`src/rtl/val_rd_pkg.sv`:
```
// Shared constants, state encoding and index-width helper for the Val read-channel arbiter.
package val_rd_pkg;

    localparam logic [2:0] AXI_SIZE_32B   = 3'b101;
    localparam logic [1:0] AXI_BURST_INCR = 2'b01;

    typedef enum logic [0:0] {
        IDLE  = 1'b0,
        ISSUE = 1'b1
    } state_t;

    // Requester index width; a single requester still gets a 1-bit index.
    function automatic int idx_w(input int n);
        return (n > 1) ? $clog2(n) : 1;
    endfunction

endpackage

```
`src/rtl/val_rd_order_fifo.sv`:
```
// Grant-order FIFO: records which requester owns each outstanding burst (read-first, no bypass).
module val_rd_order_fifo #(
    parameter int WIDTH = 1,
    parameter int DEPTH = 8,
    localparam int PTR_W = $clog2(DEPTH),
    localparam int CNT_W = PTR_W + 1
) (
    input  logic             clk,
    input  logic             rst,
    input  logic             push,
    input  logic             pop,
    input  logic [WIDTH-1:0] din,
    output logic [WIDTH-1:0] dout,
    output logic             full,
    output logic             empty,
    output logic [CNT_W-1:0] count
);

    logic [WIDTH-1:0] mem_r [DEPTH];
    logic [PTR_W-1:0] wr_ptr_r;
    logic [PTR_W-1:0] rd_ptr_r;
    logic [CNT_W-1:0] count_r;
    logic             do_push_s;
    logic             do_pop_s;

    assign full      = (count_r == CNT_W'(DEPTH));
    assign empty     = (count_r == '0);
    assign count     = count_r;
    assign dout      = mem_r[rd_ptr_r];
    assign do_push_s = push & ~full;
    assign do_pop_s  = pop & ~empty;

    // storage write
    always_ff @(posedge clk) begin
        if (do_push_s) begin
            mem_r[wr_ptr_r] <= din;
        end
    end

    // pointers and occupancy
    always_ff @(posedge clk) begin
        if (rst) begin
            wr_ptr_r <= '0;
            rd_ptr_r <= '0;
            count_r  <= '0;
        end else begin
            if (do_push_s) begin
                wr_ptr_r <= wr_ptr_r + PTR_W'(1);
            end
            if (do_pop_s) begin
                rd_ptr_r <= rd_ptr_r + PTR_W'(1);
            end
            case ({do_push_s, do_pop_s})
                2'b10:   count_r <= count_r + CNT_W'(1);
                2'b01:   count_r <= count_r - CNT_W'(1);
                default: count_r <= count_r;
            endcase
        end
    end

endmodule

```
`src/rtl/val_rd_arbiter.sv`:
```
// Round-robin sharing of the HBM Val read channel; R bursts return in grant order.
// Optional VAL_RD_PERF_EN adds per-requester R beat counters on perf_beats.
module val_rd_arbiter
    import val_rd_pkg::*;
#(
    parameter int CONF_NUM_KERNEL = 1,
    parameter int MAX_OUTSTANDING = 8,
    parameter int ADDR_WIDTH      = 48,
    parameter int DATA_WIDTH      = 256
) (
    input  logic                                 axis_clk,
    input  logic                                 axis_rst,
    input  logic [CONF_NUM_KERNEL*ADDR_WIDTH-1:0] s_araddr,
    input  logic [CONF_NUM_KERNEL*8-1:0]          s_arlen,
    input  logic [CONF_NUM_KERNEL-1:0]            s_arvalid,
    output logic [CONF_NUM_KERNEL-1:0]            s_arready,
    output logic [DATA_WIDTH-1:0]                 s_rdata,
    output logic [1:0]                            s_rresp,
    output logic                                  s_rlast,
    output logic [CONF_NUM_KERNEL-1:0]            s_rvalid,
    input  logic [CONF_NUM_KERNEL-1:0]            s_rready,
    output logic [ADDR_WIDTH-1:0]                 m_axi_araddr,
    output logic [7:0]                            m_axi_arlen,
    output logic [2:0]                            m_axi_arsize,
    output logic [1:0]                            m_axi_arburst,
    output logic                                  m_axi_arvalid,
    input  logic                                  m_axi_arready,
    input  logic [DATA_WIDTH-1:0]                 m_axi_rdata,
    input  logic [1:0]                            m_axi_rresp,
    input  logic                                  m_axi_rlast,
    input  logic                                  m_axi_rvalid,
    output logic                                  m_axi_rready,
    output logic                                  busy,
    output logic                                  err_orphan_r
`ifdef VAL_RD_PERF_EN
    ,
    output logic [CONF_NUM_KERNEL*32-1:0]         perf_beats
`endif
);

    localparam int N     = CONF_NUM_KERNEL;
    localparam int IDX_W = idx_w(CONF_NUM_KERNEL);
    localparam int CNT_W = $clog2(MAX_OUTSTANDING) + 1;

    state_t                state_r;
    state_t                state_nxt_s;
    logic [IDX_W-1:0]      grant_r;
    logic [IDX_W-1:0]      last_grant_r;
    logic [ADDR_WIDTH-1:0] araddr_r;
    logic [7:0]            arlen_r;
    logic                  arvalid_r;
    logic                  orphan_r;

    logic [IDX_W-1:0]      win_hi_s;
    logic [IDX_W-1:0]      win_lo_s;
    logic                  any_hi_s;
    logic [IDX_W-1:0]      win_s;
    logic [ADDR_WIDTH-1:0] sel_addr_s;
    logic [7:0]            sel_len_s;
    logic                  arb_s;
    logic                  push_s;
    logic                  pop_s;
    logic                  head_ready_s;
    logic [IDX_W-1:0]      head_s;
    logic                  fifo_full_s;
    logic                  fifo_empty_s;
    logic [CNT_W-1:0]      fifo_count_s;

    // Lowest valid index above last_grant wins; otherwise wrap to the lowest valid index.
    always_comb begin
        win_hi_s = '0;
        win_lo_s = '0;
        any_hi_s = 1'b0;
        for (int i = N - 1; i >= 0; i--) begin
            win_lo_s = s_arvalid[i] ? IDX_W'(i) : win_lo_s;
            win_hi_s = (s_arvalid[i] && (IDX_W'(i) > last_grant_r)) ? IDX_W'(i) : win_hi_s;
            any_hi_s = any_hi_s | (s_arvalid[i] && (IDX_W'(i) > last_grant_r));
        end
    end

    assign win_s  = any_hi_s ? win_hi_s : win_lo_s;
    assign arb_s  = (state_r == IDLE) && !fifo_full_s && (|s_arvalid);
    assign push_s = (state_r == ISSUE) && m_axi_arready;

    // winner payload select
    always_comb begin
        sel_addr_s = '0;
        sel_len_s  = '0;
        for (int i = 0; i < N; i++) begin
            sel_addr_s = (win_s == IDX_W'(i)) ? s_araddr[i*ADDR_WIDTH +: ADDR_WIDTH] : sel_addr_s;
            sel_len_s  = (win_s == IDX_W'(i)) ? s_arlen[i*8 +: 8] : sel_len_s;
        end
    end

    // next-state logic
    always_comb begin
        state_nxt_s = state_r;
        case (state_r)
            IDLE:    state_nxt_s = arb_s ? ISSUE : IDLE;
            ISSUE:   state_nxt_s = m_axi_arready ? IDLE : ISSUE;
            default: state_nxt_s = IDLE;
        endcase
    end

    // state, grant bookkeeping and registered AR payload
    always_ff @(posedge axis_clk) begin
        if (axis_rst) begin
            state_r      <= IDLE;
            grant_r      <= '0;
            last_grant_r <= IDX_W'(N - 1);
            araddr_r     <= '0;
            arlen_r      <= '0;
            arvalid_r    <= 1'b0;
        end else begin
            state_r <= state_nxt_s;
            if (arb_s) begin
                grant_r      <= win_s;
                last_grant_r <= win_s;
                araddr_r     <= sel_addr_s;
                arlen_r      <= sel_len_s;
                arvalid_r    <= 1'b1;
            end else if (push_s) begin
                arvalid_r <= 1'b0;
            end
        end
    end

    // R beat with no outstanding burst is a protocol fault; flag stays set until reset
    always_ff @(posedge axis_clk) begin
        if (axis_rst) begin
            orphan_r <= 1'b0;
        end else if (m_axi_rvalid && fifo_empty_s) begin
            orphan_r <= 1'b1;
        end
    end

    val_rd_order_fifo #(
        .WIDTH (IDX_W),
        .DEPTH (MAX_OUTSTANDING)
    ) u_order_fifo (
        .clk   (axis_clk),
        .rst   (axis_rst),
        .push  (push_s),
        .pop   (pop_s),
        .din   (grant_r),
        .dout  (head_s),
        .full  (fifo_full_s),
        .empty (fifo_empty_s),
        .count (fifo_count_s)
    );

    // steer R valid to the FIFO head and take its ready
    always_comb begin
        s_rvalid     = '0;
        s_arready    = '0;
        head_ready_s = 1'b0;
        for (int i = 0; i < N; i++) begin
            s_rvalid[i]  = m_axi_rvalid & ~fifo_empty_s & (head_s == IDX_W'(i));
            s_arready[i] = push_s & (grant_r == IDX_W'(i));
            head_ready_s = head_ready_s | (s_rready[i] & (head_s == IDX_W'(i)));
        end
    end

    assign m_axi_rready  = ~fifo_empty_s & head_ready_s;
    assign pop_s         = m_axi_rvalid & m_axi_rready & m_axi_rlast;
    assign s_rdata       = m_axi_rdata;
    assign s_rresp       = m_axi_rresp;
    assign s_rlast       = m_axi_rlast;
    assign m_axi_araddr  = araddr_r;
    assign m_axi_arlen   = arlen_r;
    assign m_axi_arvalid = arvalid_r;
    assign m_axi_arsize  = AXI_SIZE_32B;
    assign m_axi_arburst = AXI_BURST_INCR;
    assign busy          = (fifo_count_s != '0) | (state_r == ISSUE);
    assign err_orphan_r  = orphan_r;

`ifdef VAL_RD_PERF_EN
    logic [N*32-1:0] perf_r;

    // per-requester R handshake counters, free-running
    always_ff @(posedge axis_clk) begin
        if (axis_rst) begin
            perf_r <= '0;
        end else begin
            for (int i = 0; i < N; i++) begin
                if (s_rvalid[i] && s_rready[i]) begin
                    perf_r[i*32 +: 32] <= perf_r[i*32 +: 32] + 32'd1;
                end
            end
        end
    end

    assign perf_beats = perf_r;
`endif

endmodule

```
`config.mk`:
```
export PLATFORM = sky130hd
export DESIGN_NAME = val_rd_arbiter
export DESIGN_NICKNAME = d
export VERILOG_FILES = /design/src/rtl/val_rd_pkg.sv /design/src/rtl/val_rd_order_fifo.sv /design/src/rtl/val_rd_arbiter.sv
export SDC_FILE = /design/constraint.sdc
export NUM_CORES = 1
export LEC_CHECK = 0
export CAP_MARGIN = 30
export CORE_AREA = 10 10 243 245
export DETAILED_ROUTE_END_ITERATION = 6
export DIE_AREA = 0 0 253 255
export GPL_ROUTABILITY_DRIVEN = 0
export GPL_TIMING_DRIVEN = 0
export HOLD_SLACK_MARGIN = 0.03
export PLACE_DENSITY = 0.46
export SLEW_MARGIN = 10
export SYNTH_ARGS = -nofsm -noshare
export SYNTH_HDL_FRONTEND = slang
export SYNTH_SLANG_ARGS = --single-unit
```
`constraint.sdc`:
```
create_clock -name axis_clk -period 3.4 [get_ports axis_clk]
set_clock_uncertainty 0.15 [all_clocks]
set_input_delay 0.68 -clock axis_clk [delete_from_list [all_inputs] [get_ports axis_clk]]
set_output_delay 0.68 -clock axis_clk [all_outputs]
set_load 0.005 [all_outputs]
```
==> flow_summary_export.csv <==
group,metric,value,unit
cts,cts_resized,0,
timing,slew_headroom,39.2,%
cts,ctsHoldBuffers,0,
final_layout,postLayoutCoreUtil,17.4,%
final_layout,final_common_cell,"clkdlybuf4s50_1",
cts,path_clk_slew,0.06,ns
detailed_routing,routedWlPerCell,16.5,um
detailed_routing,via_count,4694,
setup_path,end_kind,"output pin",
logic_synthesis,ys_ff_latch,63,
setup_path,cp.required,2.57,ns
cts,cts-root-buf,"clkbuf_16",
min_path,worstHoldPathCells,2,
setup_path,cp_cell_sequence,"nor4_1 -> nand2b_1 -> clkdlybuf4s50_1",
final_layout,drive_gt1_share,32.8,%
global_route,grt_pass1_wl,35.4,mm
floorplanning,dieArea,64500,um2
logic_synthesis,yosysUniqueCellTypes,30,
pwr,cellLeakagePower,3.85,nW
floorplanning,dieWidth,253,um
logic_synthesis,syn-mean-instance-area,7.96,um2
final_layout,fin_nets,1277,
cts,cts_buffer_depth,2,
placed_design,port_buffers,382,
setup_path,rr_worst_depth,7,
setup_path,max_stage_delay,0.67,ns
run,cap_violations,0,
setup_path,reg2reg_from,"u_order_fifo.count[0]",
min_path,min_from,"m_axi_araddr[22]",
timing,drv_slew,0,
setup_path,crit_fanout,6,
timing,fmax,337,MHz
global_route,grt_max_degree,13,
timing,rsz0062_at_grt,"false",
cts,numClockSinks,63,
final_layout,final_cell_mix,"clkdlybuf4s50_1, buf_4, nand2_1",
detailed_routing,drtIter0Drc,114,
timing,min_period,2.97,ns
cts,cts_tree,"yes",
setup_path,path_class,"flop to output pin",
floorplanning,rows,86,
floorplanning,core_area,54400,um2
timing,final-setup-viol-count,0,
setup_path,rrSetupSlack,0.43,ns
min_path,hp-class,"flop to flop",
logic_synthesis,yosysWarnings,0,
global_route,grt_pass1_vias,5153,
floorplanning,io_pins,647,
logic_synthesis,netlist_instances,556,
timing,finalHoldViolCount,0,
detailed_routing,routed_wl,27.6,mm
final_layout,area_growth,114,%
global_route,gr-total-overflow,0,
floorplanning,dieHeight,255,um
detailed_routing,first_pass_iters,4,
detailed_routing,post_drt_via_cell_ratio,2.82,
timing,fin_crit_sh,87.2,%
min_path,holdPathEnd,"m_axi_araddr[22]",
cts,htree_levels,3,
floorplanning,initial_core_util,8.13,%
setup_path,cp.arrival,2.14,ns
detailed_routing,ant_nets,0,
timing,tightest_slew,0.913,ns
logic_synthesis,netlist_area,4430,um2
pwr,vdd_drop_max,0.192,mV
setup_path,critPathSlowestCell,"nor4_1",
cts,clk_latency,0.37,ns
detailed_routing,drc,0,
setup_path,rr_endpoint,"u_order_fifo.count[3]",
pwr,power_density,291,nW/um2
global_route,grtUsageTotal,7.69,%
outcome,status,"finished, final reports clean",
cts,post_cts_buffers,0,
cts,cts_buffers,9,
placed_design,dp_hpwl,24.2,mm
logic_synthesis,yosysSeqAreaShare,28.5,%
global_route,antenna_found_initial,3,
timing,final.setup.tns,0,ns
setup_path,start_kind,"flop",
[sequential cells by signal, indices dropped and copies added, names as in the netlist]
name,count
m_axi_arlen,8
m_axi_arvalid,1
err_orphan_r,1
m_axi_araddr,48
state_r,1
u_order_fifo.count,4
[stage by stage]
step / area [um2] / hold WS (ns) / total power [mW] / worst slack, ns / std cells
floorplan: 4440 / 0.303 / 1.19 / 0.761 / 559
global placement: 9140 / 0.293 / 1.80 / 0.354 / 1645
detailed placement: 9160 / 0.299 / 1.80 / 0.316 / 1646
CTS: 9450 / 0.308 / 2.87 / 0.319 / 1662
global route: 9460 / 0.328 / 2.93 / 0.190 / 1663
finish: 9460 / 0.302 / 2.76 / 0.434 / 1665
[synthesized netlist by cell type]
cell,number,area [um2]
a21oi_1,51,255
a21oi_2,10,87.6
a31oi_1,1,6.26
and2_1,1,6.26
and3_1,1,6.26
buf_1,1,3.75
buf_2,5,25.0
buf_4,265,1990
buf_6,4,45.0
buf_8,1,15.0
clkbuf_1,8,30.0
conb_1,2,7.51
dfxtp_1,63,1260
ha_1,3,37.5
mux2_1,1,11.3
mux2i_1,1,10.0
nand2_1,102,383
nand2_2,10,62.6
nand2b_1,3,18.8
nor2_1,5,18.8
nor2b_1,6,37.5
nor3_1,1,5.00
nor3b_2,1,12.5
nor4_1,1,6.26
nor4b_4,1,23.8
o21ai_0,1,5.00
o32ai_1,1,8.76
or3_1,2,12.5
or3b_1,1,8.76
xor2_1,3,26.3
[logic make-up (layout without fill, tap and decap cells)]
| kind of cell | after synthesis | count (layout) | synth area share (%) |
|---|---|---|---|
| buffers and inverters | 284 | 683 | 47.6 |
| flip-flops | 63 | 63 | 28.5 |
| adder cells (fa/ha/maj) | 3 | 3 | 0.848 |
| multiplexers | 2 | 2 | 0.480 |
| AO/OA/AOI/OAI | 64 | 64 | 8.20 |
| other | 2 | 8 | 0.170 |
| AND/OR/NAND/NOR | 135 | 135 | 13.6 |
| XOR/XNOR | 3 | 3 | 0.594 |
[per-layer routing]
layer | vias up | part of all wire, % | track usage [%]
met1 | 2069 | 33 | 7.06
met2 | 326 | 52 | 13.7
met5 | - | 0 | 0
met3 | 29 | 12 | 4.17
li1 | 2270 | - | -
met4 | 0 | 3.1 | 3.77
[worst max-delay path by stage]
stage                     slack [ns]                   from  cells past startpoint                    end
after floorplan                 0.76  u_order_fifo.count[1]                      8  u_order_fifo.count[3]
after global placement          0.35          m_axi_arready                      7  u_order_fifo.count[3]
after detailed placement        0.32          m_axi_arready                      7  u_order_fifo.count[3]
after CTS                       0.32  u_order_fifo.count[0]                      3                   busy
after global routing            0.19  u_order_fifo.count[0]                     10  u_order_fifo.count[2]
final                           0.43  u_order_fifo.count[0]                      3                   busy
[area by class of cell]
class,instances,area [um2]
Antenna cell,3,7.51
Buffer,284,2110
Clock buffer,9,225
Clock inverter,7,71.3
Fill cell,6069,45000
Multi-Input combinational cell,212,1070
Sequential cell,63,1260
Tap cell,704,881
Timing Repair Buffer,383,3840
[where the power goes]
part | switching [mW] | leakage [nW] | internal, mW
logic | 0.313 | 3.19 | 0.636
registers | 0.0270 | 0.518 | 0.783
clock network | 0.426 | 0.150 | 0.570
total | 0.766 | 3.85 | 1.99
[critical path, delay by kind of cell, from the launching register on]
kind | cells | cell delay [ns]
buffers and inverters | 1 | 0.50
flip-flops | 1 | 0.39
AND/OR/NAND/NOR | 2 | 0.88
Power figures use the tool's default switching activity.
